### src/rtl/nonrestoring_divider_seq.sv
// Sequential unsigned non-restoring divider: one add/subtract step per clock,
// then a single remainder-correction cycle, behind a start/done handshake.
module nonrestoring_divider_seq #(
   parameter int WIDTH = 8
) (
   input  logic             clk,
   input  logic             rst,
   input  logic             start,
   input  logic [WIDTH-1:0] dividend,
   input  logic [WIDTH-1:0] divisor,
   output logic             busy,
   output logic             done,
   output logic [WIDTH-1:0] quotient,
   output logic [WIDTH-1:0] remainder,
   output logic             div_by_zero
);
   localparam int CW = $clog2(WIDTH + 1);
   localparam logic [WIDTH:0] ONE = {{WIDTH{1'b0}}, 1'b1};

   typedef enum logic [2:0] {S_IDLE, S_LOAD, S_ITER, S_CORR, S_DONE} state_t;

   state_t           state_q, state_d;
   logic [WIDTH:0]   a_q, a_d;
   logic [WIDTH-1:0] q_q, q_d;
   logic [WIDTH:0]   m_q, m_d;
   logic [CW-1:0]    cnt_q, cnt_d;
   logic             busy_q, busy_d;
   logic             done_q, done_d;
   logic [WIDTH-1:0] quot_q, quot_d;
   logic [WIDTH-1:0] rem_q, rem_d;
   logic             dz_q, dz_d;

   logic [WIDTH:0]   a_sh, a_step, a_fix;

   always_comb begin
      state_d = state_q;
      a_d     = a_q;
      q_d     = q_q;
      m_d     = m_q;
      cnt_d   = cnt_q;
      quot_d  = quot_q;
      rem_d   = rem_q;
      dz_d    = dz_q;

      a_sh   = {a_q[WIDTH-1:0], q_q[WIDTH-1]};
      a_step = a_q[WIDTH] ? (a_sh + m_q) : (a_sh + ~m_q + ONE);
      a_fix  = a_q + m_q;

      case (state_q)
         S_IDLE, S_DONE: begin
            state_d = S_IDLE;
            if (start) begin
               q_d = dividend;
               if (divisor == '0) begin
                  // Divide-by-zero spends one busy cycle so the result lands in
                  // the same place in the handshake as a normal division.
                  m_d     = '0;
                  state_d = S_LOAD;
               end else begin
                  a_d     = '0;
                  m_d     = {1'b0, divisor};
                  cnt_d   = CW'(WIDTH);
                  state_d = S_ITER;
               end
            end
         end
         S_LOAD: begin
            quot_d  = '1;
            rem_d   = q_q;
            dz_d    = 1'b1;
            state_d = S_DONE;
         end
         S_ITER: begin
            a_d   = a_step;
            q_d   = {q_q[WIDTH-2:0], ~a_step[WIDTH]};
            cnt_d = cnt_q - CW'(1);
            if (cnt_q == CW'(1))
               state_d = S_CORR;
         end
         S_CORR: begin
            // A negative final partial remainder is restored by adding M back once.
            a_d     = a_q[WIDTH] ? a_fix : a_q;
            quot_d  = q_q;
            rem_d   = a_q[WIDTH] ? a_fix[WIDTH-1:0] : a_q[WIDTH-1:0];
            dz_d    = 1'b0;
            state_d = S_DONE;
         end
         default: state_d = S_IDLE;
      endcase

      busy_d = (state_d == S_LOAD) || (state_d == S_ITER) || (state_d == S_CORR);
      done_d = (state_d == S_DONE);
   end

   always_ff @(posedge clk) begin
      if (rst) begin
         state_q <= S_IDLE;
         a_q     <= '0;
         q_q     <= '0;
         m_q     <= '0;
         cnt_q   <= '0;
         busy_q  <= 1'b0;
         done_q  <= 1'b0;
         quot_q  <= '0;
         rem_q   <= '0;
         dz_q    <= 1'b0;
      end else begin
         state_q <= state_d;
         a_q     <= a_d;
         q_q     <= q_d;
         m_q     <= m_d;
         cnt_q   <= cnt_d;
         busy_q  <= busy_d;
         done_q  <= done_d;
         quot_q  <= quot_d;
         rem_q   <= rem_d;
         dz_q    <= dz_d;
      end
   end

   assign busy        = busy_q;
   assign done        = done_q;
   assign quotient    = quot_q;
   assign remainder   = rem_q;
   assign div_by_zero = dz_q;
endmodule
### config.mk
export PLATFORM = sky130hd
export DESIGN_NAME = nonrestoring_divider_seq
export DESIGN_NICKNAME = d
export VERILOG_FILES = /design/src/rtl/nonrestoring_divider_seq.sv
export SDC_FILE = /design/constraint.sdc
export NUM_CORES = 1
export LEC_CHECK = 0
export CORE_UTILIZATION = 60
export DETAILED_ROUTE_END_ITERATION = 8
export PLACE_DENSITY = 0.85
export SKIP_CTS_REPAIR_TIMING = 1
export SLEW_MARGIN = 20
export SYNTH_ARGS = -nofsm -noshare
export SYNTH_HDL_FRONTEND = slang
export SYNTH_SLANG_ARGS = --single-unit
### constraint.sdc
create_clock -name clk -period 3.85 [get_ports clk]
set_input_delay 0.385 -clock clk [delete_from_list [all_inputs] [get_ports clk]]
set_output_delay 0.385 -clock clk [all_outputs]
set_load 0.05 [all_outputs]
==> summary.txt, run 1 <==
Run status
  • Status: complete, no violations

Finish
  • Finished Cell Area: approximately 3600 µm²
  • Footprint of the multi-input gates: ~1900 µm²
  • Layout area overhead: 14.8%
  • Ant diodes: 0
  • Fillcell total: between 400 and 500
  • Reg area: around 1000 µm²
  • Post-Route Utilization: 0.713
  • Nets@finish: 460
  • Share of cells above drive strength 1: 0.0508
  • Post-Layout Cell Count: 483

Critical path
  • Crit path max-delay cell type: fa_1
  • Crit path kind: reg -> reg
  • Crit. End Element: flop
  • Worst setup SP type: flop
  • Crit Path Max Fanout: 3
  • Max stage delay on crit path: 0.39 ns
  • Critical Path Most Common Cell: inv_1
  • Crit path cell chain: inv_1 -> ha_1 -> inv_1 -> fa_1 -> a21oi_1 -> o221ai_1 -> a211oi_1 -> a211oi_4 -> xnor2_1 -> a221o_1
  • WP data arrival: 2.67 ns
  • Worst Path Required: ~4.1 ns

STA
  • Period utilisation layout: 0.643
  • Worst hold margin: about 0.46 ns
  • Final Critical Period: 2.47 ns
  • RSZ-0062 raised after global routing: false
  • Least-Margin Pin Slew: between 1 and 1.5 ns
  • Maximum clock rate: 404 MHz
  • Final Hold Vio Count: 0
  • Final setup violation count: 0
  • Skew final: between 0.004 and 0.005 ns
  • Final TNS setup: 0 ns
  • Slew Viols, Final: 0
  • Worst rel slew slack: 0.302

Synthesis
  • Top-area cell type share of the netlist area: 0.324
  • Primary FF master, synth: dfxtp_1
  • Top cells by count, synth: 55 x nor2_1, 51 x dfxtp_1, 48 x nand2_1, 28 x a21oi_1, 26 x ha_1
  • Largest area contributor in the netlist: dfxtp_1
  • Number of flops mapped to enable cells by yosys: 0
  • Mapped Area: 3150 µm²
  • Synth top area cells: dfxtp_1 32%, ha_1 10%, nor2_1 6.6%, nand2_1 5.7%, a311oi_1 5.3%
  • Unique masters post-synth: 51
  • Synth Register Bits: 51
  • Most common cell in the netlist: nor2_1
  • Net Count, Synth: around 440
  • Register area share after synthesis: 0.324
  • Asr flop ratio synth: 0
  • Syn Area/Cell: between 8 and 9 µm²
  • Synth warnings: 0
  • Cells after Synth: 390

Clocking
  • Later-pin clock latency in the skew report: approximately 0.30 ns
  • Clk sinks: 51
  • Cts bufs inserted: 5
  • Clk buf depth: 2
  • Root Buffer: clkbuf_8
  • CTS clk-pin slew, worst paths: about 0.1 ns
  • CTS tree: done
  • H-Tree Depth: 2

Power and ir drop
  • Power per cell area: between 300 and 400 nW/µm²
  • Lkg Pwr: between 1 and 1.5 nW
  • Net Sw Frac: 0.350
  • Worst IR Drop VDD: 0.250 mV
  • Switching power: 474 µW
  • Combinational share of power: 0.294
  • Clock power share: 0.248
  • Sequential share of power: 0.458
  • Int Power: approximately 880 µW

Route
  • DRT iter0 DRCs: between 150 and 200
  • Via count: 2908
  • Drt drc: 0
  • Routed wire per std cell: 15.8 µm
  • First-pass iteration count of the detailed router: 5
  • Total wire length: 7.62 mm
  • Vias/cell: about 6.0
  • Remaining antenna violation count after routing: 0

Global routing
  • Vias in the first global route: approximately 2600
  • Largest net degree at the start of global routing: 55
  • Total congestion overflow: 0
  • First-pass GRT wire length: about 12 mm
  • Total Routing Usage GR: 0.293
  • Initial antenna violation count: 0

Floorplan
  • Die Area: approximately 5500 µm²
  • Ports: 38
  • Starting Density: 0.621
  • Die Y: around 74 µm
  • Num rows: 26
  • Core area: between 5000 and 6000 µm²
  • Die W: 74.5 µm

Placement
  • Post-place instance area: around 3500 µm²
  • Routability cong.: about 0.93
  • DP HPWL: 5.62 mm
  • Cells after DPL: 475
  • Port Buffer Count: 37

Worst hold path
  • Hold WC Path Type: reg -> reg

Flow run
  • Max Cap Viol: 0
## critical path, delay by kind of cell (launching register included)
family	cells	cell delay, ns
compound gates	5	1.16
fa+ha+maj	2	0.56
flops	1	0.34
buf+inv	2	0.17
xor+xnor	1	0.14
## cells in the final DEF, fill, tap and decap left out, types with 10 or more instances in the layout
master	count
a21oi_1	28
a311oi_1	19
clkdlybuf4s50_1	36
dfxtp_1	51
ha_1	26
inv_1	22
nand2_1	48
nor2_1	55
o21ai_0	10
xnor2_1	13
## registers in the layout, summed over array words and instances (netlist names)
signal	cells
remainder	8
m_q	8
q_q	8
done	1
busy	1
quotient	8
a_q	9
cnt_q	4
div_by_zero	1
state_q	3
## cell type report
cell class                      instances  share of cell area
Clock buffer                            6              0.0228
Clock inverter                          2             0.00381
Inverter                               24              0.0249
Multi-Input combinational cell        291               0.537
Sequential cell                        51               0.282
Tap cell                               70              0.0242
Timing Repair Buffer                   39               0.105
## kinds of logic after synthesis
logic type / after synthesis / synth area share
simple gates: 140 / 0.199
compound gates: 102 / 0.236
flops: 51 / 0.324
buf+inv: 48 / 0.0604
fa+ha+maj: 29 / 0.122
xor+xnor: 14 / 0.0389
mux: 6 / 0.0195
## power by group through the flow
stage / Clock (mW) / Sequential, mW / Combinational [mW]
floorplan: 0 / 0.615 / 0.305
global placement: 0 / 0.629 / 0.380
detailed placement: 0 / 0.631 / 0.391
CTS: 0.340 / 0.619 / 0.394
global route: 0.359 / 0.627 / 0.439
finish: 0.335 / 0.621 / 0.398
## through the flow
step / setup WS [ns] / total power [mW]
floorplan: 1.69 / 0.921
global placement: 1.50 / 1.01
detailed placement: 1.42 / 1.02
CTS: 1.40 / 1.35
global route: 1.24 / 1.43
finish: 1.38 / 1.35
## routing by layer
layer / vias to the layer above / GRT usage / wire length (µm)
met3: 29 / 0.0488 / 517
met5: - / 0 / 0
li1: 1418 / - / -
met4: 0 / 0.136 / 320
met1: 1343 / 0.391 / 3250
met2: 118 / 0.464 / 3530
## path summary, 6_finish.rpt
kind	start	to	slack (ns)	cells after the start
worst max register to register	q_q[7]$_SDFFE_PP0P_	a_q[8]$_SDFFE_PP0P_	1.38	10
worst max-delay path	q_q[7]$_SDFFE_PP0P_	a_q[8]$_SDFFE_PP0P_	1.38	10
worst min register to register	remainder[1]$_SDFFE_PP0P_	remainder[1]$_SDFFE_PP0P_	0.46	2
worst min-delay path	remainder[1]$_SDFFE_PP0P_	remainder[1]$_SDFFE_PP0P_	0.46	2
No activity file was read; power rests on OpenSTA's default activity.
==> run 2: changes to the inputs <==
--- a/config.mk
+++ b/config.mk
@@ -5,9 +5,9 @@
 export SDC_FILE = /design/constraint.sdc
 export NUM_CORES = 1
 export LEC_CHECK = 0
-export CORE_UTILIZATION = 60
+export CORE_UTILIZATION = 56
 export DETAILED_ROUTE_END_ITERATION = 8
-export PLACE_DENSITY = 0.85
+export PLACE_DENSITY = 0.8
 export SKIP_CTS_REPAIR_TIMING = 1
 export SLEW_MARGIN = 20
 export SYNTH_ARGS = -nofsm -noshare
==> constraint.sdc (replaced) <==
create_clock -name clk -period 2.3 [get_ports clk]
set_input_delay 0.23 -clock clk [delete_from_list [all_inputs] [get_ports clk]]
set_output_delay 0.23 -clock clk [all_outputs]
set_load 0.05 [all_outputs]
==> run 2 against run 1 <==
Against the previous run: via count up 0.93%; sequential cell count unchanged; critical path depth down 3; design area up 6.3%; register-to-register slack worse by 1.3 ns; critical endpoint unchanged; largest power group unchanged.
==> summary.txt, run 2 (synthesis gave the netlist of run 1 again) <==
Route
  • Vias/cell: 5.82 (-3.3%)
  • Via count: 2935 (+0.93%)
  • Routed wire per std cell: 15.7 µm (-0.37%)
  • Total wire length: 7.92 mm (+4.0%)
  • Drt drc: 0 (unchanged)
  • Remaining antenna violation count after routing: 0 (unchanged)
  • DRT iter0 DRCs: 277 (+63%)
  • First-pass iteration count of the detailed router: 5 (unchanged)

Finish
  • Share of cells above drive strength 1: 0.127 (+0.0759)
  • Finished Cell Area: 3840 µm² (+6.3%)
  • Post-Route Utilization: 0.730 (+0.0171)
  • Biggest register: a_q
  • Nets@finish: 481 (+4.6%)
  • Footprint of the multi-input gates: 1990 µm² (+2.6%)
  • Fillcell total: 437 (+2.1%)
  • Ant diodes: 0 (unchanged)
  • Largest register FFs: 9 (unchanged)
  • Commonest cells after routing, fill and taps aside: 55 x nor2_1, 48 x nand2_1, 48 x dfxtp_1
  • Reg area: 1020 µm² (+0.37%)
  • Layout area overhead: 22.1%
  • Commonest non-fill, non-tap cell in the layout: nor2_1

Power and ir drop
  • Int Power: 1.61 mW (+83%)
  • Net Sw Frac: 0.334 (-0.0163)
  • Switching power: 809 µW (+71%)
  • Sequential share of power: 0.420 (-0.038)
  • Combinational share of power: 0.322 (+0.028)
  • Worst IR Drop VDD: 0.431 mV (+73%)
  • Clock power share: 0.258 (+0.010)
  • Lkg Pwr: 1.51 nW (+8.2%)
  • Power per cell area: 630 nW/µm² (+68%)

Clocking
  • CTS clk-pin slew, worst paths: 0.09 ns (about the same)
  • Root Buffer: clkbuf_8
  • Clk buf depth: 2 (unchanged)
  • Cts bufs inserted: 5 (unchanged)
  • H-Tree Depth: 2 (unchanged)
  • Clk sinks: 51 (unchanged)
  • Later-pin clock latency in the skew report: 0.30 ns (about the same)
  • CTS tree: done

STA
  • Worst rel slew slack: 0.622 (+0.320)
  • Worst hold margin: 0.337 ns (-0.123 ns)
  • RSZ-0062 raised after global routing: true
  • Final Hold Vio Count: 0 (unchanged)
  • Skew final: 0.0114 ns (+0.00670 ns)
  • Final setup violation count: 0 (unchanged)
  • Slew Viols, Final: 0 (unchanged)
  • Final Critical Period: 2.26 ns (-0.215 ns)
  • Period utilisation layout: 0.982 (+0.340)
  • Maximum clock rate: 443 MHz (+9.5%)
  • Least-Margin Pin Slew: 0.567 ns (-0.479 ns)

Floorplan
  • Die Area: 5930 µm² (+6.9%)
  • Core area: 5270 µm² (+3.8%)
  • Ports: 38 (unchanged)
  • Die Y: 77.0 µm (+3.4%)
  • Die W: 77.0 µm (+3.4%)
  • Starting Density: 0.598 (-0.0230)
  • Num rows: 26 (unchanged)

Global routing
  • Initial antenna violation count: 0 (unchanged)
  • First-pass GRT wire length: 13.2 mm (+7.9%)
  • Largest net degree at the start of global routing: 33 (-40%)
  • Total Routing Usage GR: 0.282 (-0.0118)
  • Vias in the first global route: 2757 (+5.7%)
  • Total congestion overflow: 0 (unchanged)

Flow run
  • Max Cap Viol: 0 (unchanged)

Worst hold path
  • Hold WC Path Type: in -> reg
  • Hold path start: rst

Run status
  • Status: complete, no violations

Placement
  • Routability cong.: 0.928 (-0.42%)
  • Post-place instance area: 3670 µm² (+4.3%)
  • Port Buffer Count: 37 (unchanged)
  • DP HPWL: 5.97 mm (+6.2%)

Critical path
  • Worst setup SP type: flop
  • Crit path max-delay cell type: fa_1
  • Max stage delay on crit path: 0.45 ns (+0.06 ns)
  • Worst Path Required: 2.49 ns (-1.56 ns)
  • Worst setup path startpoint: m_q[0]$_SDFFE_PP0P_
  • Crit Path Max Fanout: 4 (+1)
  • Crit path cell chain: ha_1 -> fa_1 -> a221oi_4 -> o31ai_2 -> a211oi_4 -> xnor2_1 -> a221o_1
  • Crit. End Element: flop
  • WP data arrival: 2.45 ns (-0.22 ns)
  • Crit path kind: reg -> reg
  • Worst r2r src: m_q[0]$_SDFFE_PP0P_
[run 2: stage by stage]
stage               setup WS [ns]  std cells  total power [mW]  setup TNS, ns
finish                     0.0414        504              2.42              0
global route              -0.0682        504              2.56        -0.0682
CTS                       -0.0666        503              2.39         -0.146
detailed placement        -0.0240        495              1.77        -0.0384
global placement           0.0474        495              1.76              0
floorplan                   0.141        390              1.54              0
[run 2: layer usage]
metal | track usage | routed length, µm | up-vias
met4 | 0.0774 | 142 | 0
met5 | 0 | 0 | -
li1 | - | - | 1454
met1 | 0.368 | 3630 | 1362
met2 | 0.476 | 3760 | 104
met3 | 0.0476 | 395 | 15
[run 2: worst paths after layout]
kind	to	slack, ns	cells past startpoint
max	a_q[8]$_SDFFE_PP0P_	0.04	7
min	done$_SDFF_PP0_	0.34	2
max reg2reg	a_q[8]$_SDFFE_PP0P_	0.04	7
min reg2reg	remainder[1]$_SDFFE_PP0P_	0.47	2
[run 2: worst max-delay path: cells and delay by family (launching register included)]
family / cells / cell delay [ns]
adders and majority gates: 2 / 0.66
AOI/OAI and AO/OA: 4 / 1.04
DFF: 1 / 0.35
xor gates and xnor gates: 1 / 0.10
[run 2: cell type report]
| class | count | area share |
|---|---|---|
| multi-input combinational | 291 | 0.518 |
| sequential | 51 | 0.267 |
| timing repair buffer | 60 | 0.140 |
| inverter | 24 | 0.0234 |
| tap | 70 | 0.0228 |
| clock buffer | 5 | 0.0179 |
| clock inverter | 3 | 0.0114 |
[run 2: power groups by stage]
stage	logic, mW	clock network [mW]	registers [mW]
floorplan	0.511	0	1.03
global placement	0.722	0	1.03
detailed placement	0.736	0	1.03
CTS	0.740	0.632	1.01
global route	0.852	0.684	1.03
finish	0.781	0.624	1.02
